==> config.mk <==
export PLATFORM = sky130hd
export DESIGN_NAME = gpio_32_output_ctrl
export DESIGN_NICKNAME = d
export VERILOG_FILES = /design/src/rtl/gpio_32_output_ctrl.sv
export SDC_FILE = /design/constraint.sdc
export NUM_CORES = 2
export LEC_CHECK = 0
export ABC_CLOCK_PERIOD_IN_PS = 9030
export BUFFER_PORTS_ARGS = -buffer_cell sky130_fd_sc_hd__buf_2
export CAP_MARGIN = 30
export CELL_PAD_IN_SITES_DETAIL_PLACEMENT = 1
export CELL_PAD_IN_SITES_GLOBAL_PLACEMENT = 1
export CORE_MARGIN = 2
export CORE_UTILIZATION = 45
export CTS_BUF_LIST = sky130_fd_sc_hd__clkbuf_4 sky130_fd_sc_hd__clkbuf_8
export DETAILED_ROUTE_END_ITERATION = 16
export PLACE_DENSITY_LB_ADDON = 0.1
export REMOVE_ABC_BUFFERS = 1
export SLEW_MARGIN = 20
export SYNTH_ARGS = -nofsm -noshare
export SYNTH_HDL_FRONTEND = slang
export SYNTH_SLANG_ARGS = --single-unit
==> constraint.sdc <==
create_clock -name PCLK -period 9.03 [get_ports PCLK]
set_input_delay 2.709 -clock PCLK [delete_from_list [all_inputs] [get_ports PCLK]]
set_output_delay 2.709 -clock PCLK [all_outputs]
set_load 0.05 [all_outputs]
==> src/rtl/gpio_32_output_ctrl.sv <==
// gpio_32_output_ctrl
// Owns the 32-bit GPIO output data and output-enable registers that feed the pad ring.
// Decoded register commands from the APB slave are applied bitwise under a mask, and any
// bit can be given a timed hardware one-shot. The one-shot inverts the bit for a set
// number of PCLK cycles, puts the saved value back and strobes pulse_done for that bit.
// Every output comes straight from a flop, so a command sampled at an edge is visible
// right after that same edge.

module gpio_32_output_ctrl (
    input  logic        PCLK,
    input  logic        PRESETn,
    input  logic        cmd_valid,
    input  logic [2:0]  cmd_op,
    input  logic [31:0] cmd_mask,
    input  logic [31:0] cmd_data,
    input  logic [15:0] pulse_cfg,
    output logic [31:0] gpio_out,
    output logic [31:0] gpio_oe,
    output logic [31:0] pulse_active,
    output logic [31:0] pulse_done
);

    // Command opcodes as the APB decoder presents them; 6 and 7 are reserved and do nothing.
    typedef enum logic [2:0] {
        OP_WRITE    = 3'd0,
        OP_SET      = 3'd1,
        OP_CLR      = 3'd2,
        OP_TOGGLE   = 3'd3,
        OP_PULSE    = 3'd4,
        OP_OE_WRITE = 3'd5,
        OP_RSVD6    = 3'd6,
        OP_RSVD7    = 3'd7
    } op_e;

    op_e op;
    assign op = op_e'(cmd_op);

    // Architectural state.
    logic [31:0] out_q,    out_d;
    logic [31:0] oe_q,     oe_d;
    logic [31:0] active_q, active_d;
    logic [31:0] done_q,   done_d;
    logic [31:0] save_q,   save_d;
    logic [15:0] cnt_q [32];
    logic [15:0] cnt_d [32];

    // Decoded command views, one per kind of command.
    logic [31:0] level_mask;
    logic [31:0] level_value;
    logic [31:0] pulse_mask;
    logic [31:0] oe_mask;

    // Sort the command into the bits it touches.
    // A level op (WRITE/SET/CLR/TOGGLE) gives every touched bit a new value and cancels
    // any pulse running on it. A PULSE with a zero length is treated as if no command
    // arrived, so pulses that are already running keep counting down.
    always_comb begin
        level_mask  = '0;
        level_value = out_q;
        pulse_mask  = '0;
        oe_mask     = '0;
        if (cmd_valid) begin
            case (op)
                OP_WRITE: begin
                    level_mask  = cmd_mask;
                    level_value = cmd_data;
                end
                OP_SET: begin
                    level_mask  = cmd_mask;
                    level_value = '1;
                end
                OP_CLR: begin
                    level_mask  = cmd_mask;
                    level_value = '0;
                end
                OP_TOGGLE: begin
                    level_mask  = cmd_mask;
                    level_value = ~out_q;
                end
                OP_PULSE: begin
                    if (pulse_cfg != 16'd0) begin
                        pulse_mask = cmd_mask;
                    end
                end
                OP_OE_WRITE: begin
                    oe_mask = cmd_mask;
                end
                default: begin
                    level_mask = '0;
                end
            endcase
        end
    end

    // The output-enable register only changes on OE_WRITE, and only in the masked bits.
    // Pulses never look at it.
    always_comb begin
        oe_d = (oe_q & ~oe_mask) | (cmd_data & oe_mask);
    end

    // Per-bit next-state logic for the output value and its one-shot.
    // A command on a bit beats that bit's own expiry in the same cycle.
    // Retriggering an active bit only reloads its counter. The bit stays inverted and the
    // original value stays saved, so the pulse is simply stretched.
    // A bit expires when its counter would go from 1 to 0. At that point the saved value
    // is restored and a single-cycle done strobe is raised.
    always_comb begin
        out_d    = out_q;
        save_d   = save_q;
        active_d = active_q;
        done_d   = '0;
        cnt_d    = cnt_q;
        for (int i = 0; i < 32; i++) begin
            if (level_mask[i]) begin
                out_d[i]    = level_value[i];
                active_d[i] = 1'b0;
                cnt_d[i]    = '0;
            end else if (pulse_mask[i]) begin
                cnt_d[i] = pulse_cfg;
                if (!active_q[i]) begin
                    save_d[i]   = out_q[i];
                    out_d[i]    = ~out_q[i];
                    active_d[i] = 1'b1;
                end
            end else if (active_q[i]) begin
                if (cnt_q[i] == 16'd1) begin
                    out_d[i]    = save_q[i];
                    active_d[i] = 1'b0;
                    done_d[i]   = 1'b1;
                    cnt_d[i]    = '0;
                end else begin
                    cnt_d[i] = cnt_q[i] - 16'd1;
                end
            end
        end
    end

    // State registers with synchronous active-low reset.
    // A reset in the middle of a pulse just drops it, without a done strobe.
    always_ff @(posedge PCLK) begin
        if (!PRESETn) begin
            out_q    <= '0;
            oe_q     <= '0;
            active_q <= '0;
            done_q   <= '0;
            save_q   <= '0;
            for (int i = 0; i < 32; i++) begin
                cnt_q[i] <= '0;
            end
        end else begin
            out_q    <= out_d;
            oe_q     <= oe_d;
            active_q <= active_d;
            done_q   <= done_d;
            save_q   <= save_d;
            for (int i = 0; i < 32; i++) begin
                cnt_q[i] <= cnt_d[i];
            end
        end
    end

    assign gpio_out     = out_q;
    assign gpio_oe      = oe_q;
    assign pulse_active = active_q;
    assign pulse_done   = done_q;

endmodule

## Yosys cells after proc, flatten, opt, wreduce, memory -nomap -nowiden

Cells that the tools add are included.

- Register bits after elaboration: 672
- Input port bits: 86
- Word-level logic and storage cells: 1048

- Add/subtract/negate cells: 32
- Equality and inequality tests: 133
- Multiplexer cells: 393
- Bitwise gates (word level): 102
- Reductions and logical operators: 227

Operator list:

| operator | count |
|---|---|
| $mux W16 | 96 |
| $eq A16 B1 Y1 const B | 32 |
| $sub A16 B1 Y16 const B | 32 |
| $mux W1 | 288 |
| $mux W32 | 8 |
| $reduce_bool A3 Y1 | 64 |
| $ne A5 B1 Y1 const B | 32 |
| $reduce_and A5 Y1 | 32 |
| $reduce_or A4 Y1 | 33 |
| $pmux W32 S4 | 1 |
| $not A1 Y1 | 97 |
| $ne A3 B3 Y1 const B | 32 |
| $reduce_and A3 Y1 | 32 |
| $and A32 B32 Y32 | 2 |
| $ne A2 B2 Y1 const B | 32 |
| $not A32 Y32 | 2 |
| $reduce_bool A2 Y1 | 32 |
| $reduce_or A2 Y1 | 32 |
| $or A32 B32 Y32 | 1 |
| $reduce_bool A16 Y1 | 1 |
| $eq A3 B2 Y1 const B | 2 |
| $eq A3 B3 Y1 const B | 2 |
| $eq A3 B1 Y1 const B | 1 |
| $logic_not A3 Y1 | 1 |

## Longest topological paths before layout

- Depth in word-level cells: 6
- Gate-level depth with buffers: 11

## Worst setup path before layout

No wires, ideal clock.

- Kind: input-to-reg
- Start: in pulse_cfg[7]
- End: reg cnt_q[142] in the netlist's numbering
- Arrival time: 4.567 ns
- Data required time: 8.905 ns
- Setup slack: 4.338 ns
- Cell stages on the path: 10
- Path through: clkbuf_1 > nor4_1 > and4_1 > buf_2 > buf_2 > buf_4 > nor3_1 > nor2_1 > nand2_1 > a31oi_1

- Longest elaborated chain between the ends: 5
- Elaborated cells on any way between the ends: 6
- Classes of those cells: 4 x mux; 2 x reduce/logical

RTL lines:

| item | RTL line | source |
|---|---|---|
| start: declaration | 16 | `input logic [15:0] pulse_cfg,` |
| $reduce_bool A16 Y1 (*) | 81 | `if (pulse_cfg != 16'd0) begin` |
| $mux W32 (*) | 81 |  |
| $mux W32 (*) | 63 | `case (op)` |
| $mux W32 (*) | 62 | `if (cmd_valid) begin` |
| $mux W16 / $reduce_bool A2 Y1 (equally long branches) | -- |  |
| end signal: indexed assignment | 157 | `cnt_q[i] <= cnt_d[i];` |
| end: declaration | 44 | `logic [15:0] cnt_q [32];` |

Mark *: on every way between the ends. The rest lies on a longest branch, timed or not.
A chain may end at the register's enable or synchronous reset.

## Worst setup path after layout

- Start: in pulse_cfg[3]
- End: reg done_q[30] (netlist: pulse_done[30])

- Longest elaborated chain between the ends: 5

RTL lines:

| item | RTL line | source |
|---|---|---|
| $reduce_bool A16 Y1 | 81 |  |
| $mux W32 | 81 |  |
| $mux W32 | 63 |  |
| $mux W32 | 62 |  |
| $reduce_or A4 Y1 (no source line) | -- |  |
| end signal: assignment | 154 | `done_q <= done_d;` |
| end: declaration | 42 | `logic [31:0] done_q, done_d;` |

Every way passes these cells.

==> metrics.cfg <==
[floorplanning]
ios=214
die_h_microns=298.8
die_area_sq_mm=0.08925
start_util_pct=45.21
core_sq_mm=0.08648
fp.dieW_microns=298.8
num_rows=108

[sta]
finalCriticalPeriod_ps=5585
maxSlewHeadroom_pct=29.44
finalMaxSlewViolations=0
finalSetupViolations=0
max_freq_mhz=179.1
fin_ws_ps=3445
finalCritPeriodShare_pct=61.85
finalHoldViolations=0
finClkSkew_ps=31.57
fin_setup_tns_ps=0
worst_pin_slew_ps=1055
rsz0062_at_grt=false

[clock_tree]
cts_num_sinks=672
cts_made_buffers=132
cts_buffer_depth=3
cts_tree=done
clk_latency_ps=830
post-cts-setup-buffer-count=0
hold_buffers=0
post_cts_resized=0
cts_root_buf=clkbuf_8
htreeDepth=4
clk_pin_slew_ps=60

[yosys]
ys.flop_type=dfxtp_1
yosys_warnings=0
synthArstFlopShare_pct=0
synthesis.area_sq_mm=0.03910
syn_inst=5294
yosysSeqAreaShare_pct=34.41
ys_ff_latch=672
synth_edf_count=0
synth.distinct_cells=93
syn_avg_cell_area_sq_um=7.385

[worst_setup_path]
critPathMostFrequentCell=buf_4
crit_family=simple AND/OR/NAND/NOR gates
cp_max_fo=22
cpPeakStageDelay_ps=810
start_kind=input pin
cp_data_required_time_ps=9660
cp.depth=8
crit_path_end_kind=register
crit_path_cell_trace=buf_2, buf_4, nor4_1, nand4_1, buf_4, nand2_2, nor2_1, nor4b_1
critical_path_class=in -> reg
path_buf_inv=3
critPathSlowestCell=nand2_2
ff2ff_path_depth=8
cp.arrival_ps=6220

[power_and_ir_drop]
leakage_nw=16.21
p_sw_mw=2.441
switching_share_pct=31.31
power_mw=7.797
power.internal_mw=5.356
ir_drop_uv=140.5
sequentialPowerShare_pct=40.8
clkPwrFrac_pct=42.3
power_density_mw_per_mm2=178.3
comb_power_share_pct=16.9

[placed_design]
placed_area_sq_mm=0.04081
dp_hpwl_mm=103.1
gp_congestion=0.8793
place_ws_ps=2722
io_buffers=213

[routing]
drc=0
firstDrtPassIters=5
wl_mm=162.2
vias=42970
ant_nets=0
drtIter0Drc=3503
wl_per_cell_microns=24.53
routed_via_density=6.500

[status]
status=finished clean

[hold_path]
min_path_cells=2
worstHoldPathType=reg -> reg

[global_route]
antenna_found_initial=10
grt_pass1_vias=41910
grt_pass1_wl_mm=248.0
grt_max_degree=99
gr-usage-all-layers_pct=35.10
grt.overflow.total=0

[final_layout]
synthToLayoutAreaGrowth_pct=11.83
design_area_sq_mm=0.04372
drive_above_1_share_pct=11.47
final_nets=5509

[job]
drv_cap=0

[cells in the mapped netlist, types with 28 or more instances]
library cell  count  area (sq um)
nor2_1          770          2890
dfxtp_1         672         13450
o21ai_0         485          2427
a21oi_1         401          2007
nor3_1          365          1827
nand2_1         347          1303
clkbuf_1        282          1059
a211oi_1        230          1727
nand3_1         172         860.8
inv_1           134         503.0
nor4_1          132         825.8
buf_2            85         425.4
mux2i_1          77         770.7
ha_1             64         800.8
o22ai_1          63         394.1
a31oi_1          59         369.1
nor3b_1          58         435.4
or3_1            57         356.6
a221oi_1         56         490.5
nand4_1          54         337.8
o31ai_1          52         390.4
or4_1            43         322.8
o211ai_1         42         315.3
a22oi_1          40         300.3
o41ai_1          40         350.3
nand2b_1         37         231.5
and2_1           28         175.2
[cells by family (layout without fill, tap and decap cells)]
| family | Yosys count | count (layout) | synth area share, % |
|---|---|---|---|
| AO/OA/AOI/OAI | 1640 | 1640 | 26.20 |
| XOR/XNOR | 51 | 51 | 1.143 |
| adder cells (fa/ha/maj) | 64 | 64 | 2.048 |
| buffers and inverters | 526 | 682 | 5.428 |
| flip-flops | 672 | 672 | 34.41 |
| multiplexers | 84 | 84 | 2.173 |
| other | 0 | 5 | 0 |
| AND/OR/NAND/NOR | 2257 | 2257 | 28.60 |
[power by group through the flow]
stage / clock (mW) / sequential [mW] / combinational [mW]
6_report: 3.30 / 3.18 / 1.32
3_5_place_dp: 0 / 3.24 / 1.28
3_3_place_gp: 0 / 3.24 / 1.26
4_1_cts: 3.33 / 3.18 / 1.29
5_1_grt: 3.48 / 3.20 / 1.44
2_1_floorplan: 0 / 3.25 / 0.791
[final timing paths]
check	start	end	slack (ps)
max	pulse_cfg[3]	pulse_done[30]$_SDFF_PP0_	3450
min	register	register	450
max reg2reg	cnt_q[304]$_SDFFE_PP0P_	cnt_q[308]$_SDFFE_PP0P_	6090
min reg2reg	register	register	450
[metal layers]
layer | track usage (%) | up-vias | share of wire [%]
li1 | - | 19800 | -
met1 | 45.83 | 21210 | 43
met2 | 56.75 | 1537 | 45
met3 | 6.347 | 418 | 7.5
met4 | 15.36 | 6 | 4.3
met5 | 0 | - | 0.029
[cells in the final DEF (no fill, tap or decap), types with 19 or more instances in the layout]
cell type  synthesis  routed
mux2i_1           77      77
clkbuf_4           0      39
o21ai_0          485     484
and2_1            28      28
a22oi_1           40      40
dfxtp_1          672     672
o22ai_1           63      63
xnor2_1           26      26
nor4b_1           20      20
a211oi_1         230     230
nand2b_1          37      37
nor3_1           365     364
or4_1             43      43
o31ai_1           52      52
a21oi_1          401     401
o41ai_1           40      40
clkbuf_8           0     176
buf_2             85     214
a32oi_1           19      19
buf_4              1      88
xor2_1            25      25
inv_1            134     134
nor2b_1           27      26
o221ai_1          24      24
o211ai_1          42      42
nand3b_1          26      26
nand2_1          347     346
or3_1             57      57
nand3_1          172     172
nand4_1           54      54
a31oi_1           59      59
nor3b_1           58      58
nor2_1           770     765
ha_1              64      64
a221oi_1          56      56
nor4_1           132     131
and3_1            27      27
[registers in the layout, summed over array words and instances (netlist names), named ones only]
register      flops
cnt_q           512
gpio_out         32
pulse_active     32
pulse_done       32
save_q           32
[worst min-delay path: stages, from the launching register on]
cell and delay (ps):
dfxtp_1 310, nand2_1 50, a21oi_1 50
[layout make-up]
class,instances,area (sq um)
Fill cell,10970,42760
Multi-Input combinational cell,4096,23590
Sequential cell,672,13450
Clock buffer,214,2708
Timing Repair Buffer,317,1926
Tap cell,1155,1445
Inverter,140,528.0
Clock inverter,11,63.81
Antenna cell,5,12.51
[metrics by stage]
stage	instances	hold WS (ps)	util [%]
2_1_floorplan	4908	431.3	-
3_3_place_gp	6358	440.7	47.08
3_5_place_dp	6367	450.9	47.18
4_1_cts	6592	457.8	50.39
5_1_grt	6607	482.6	50.55
6_report	6610	454.6	50.56
Note: power is estimated with default switching activity, not from simulation.
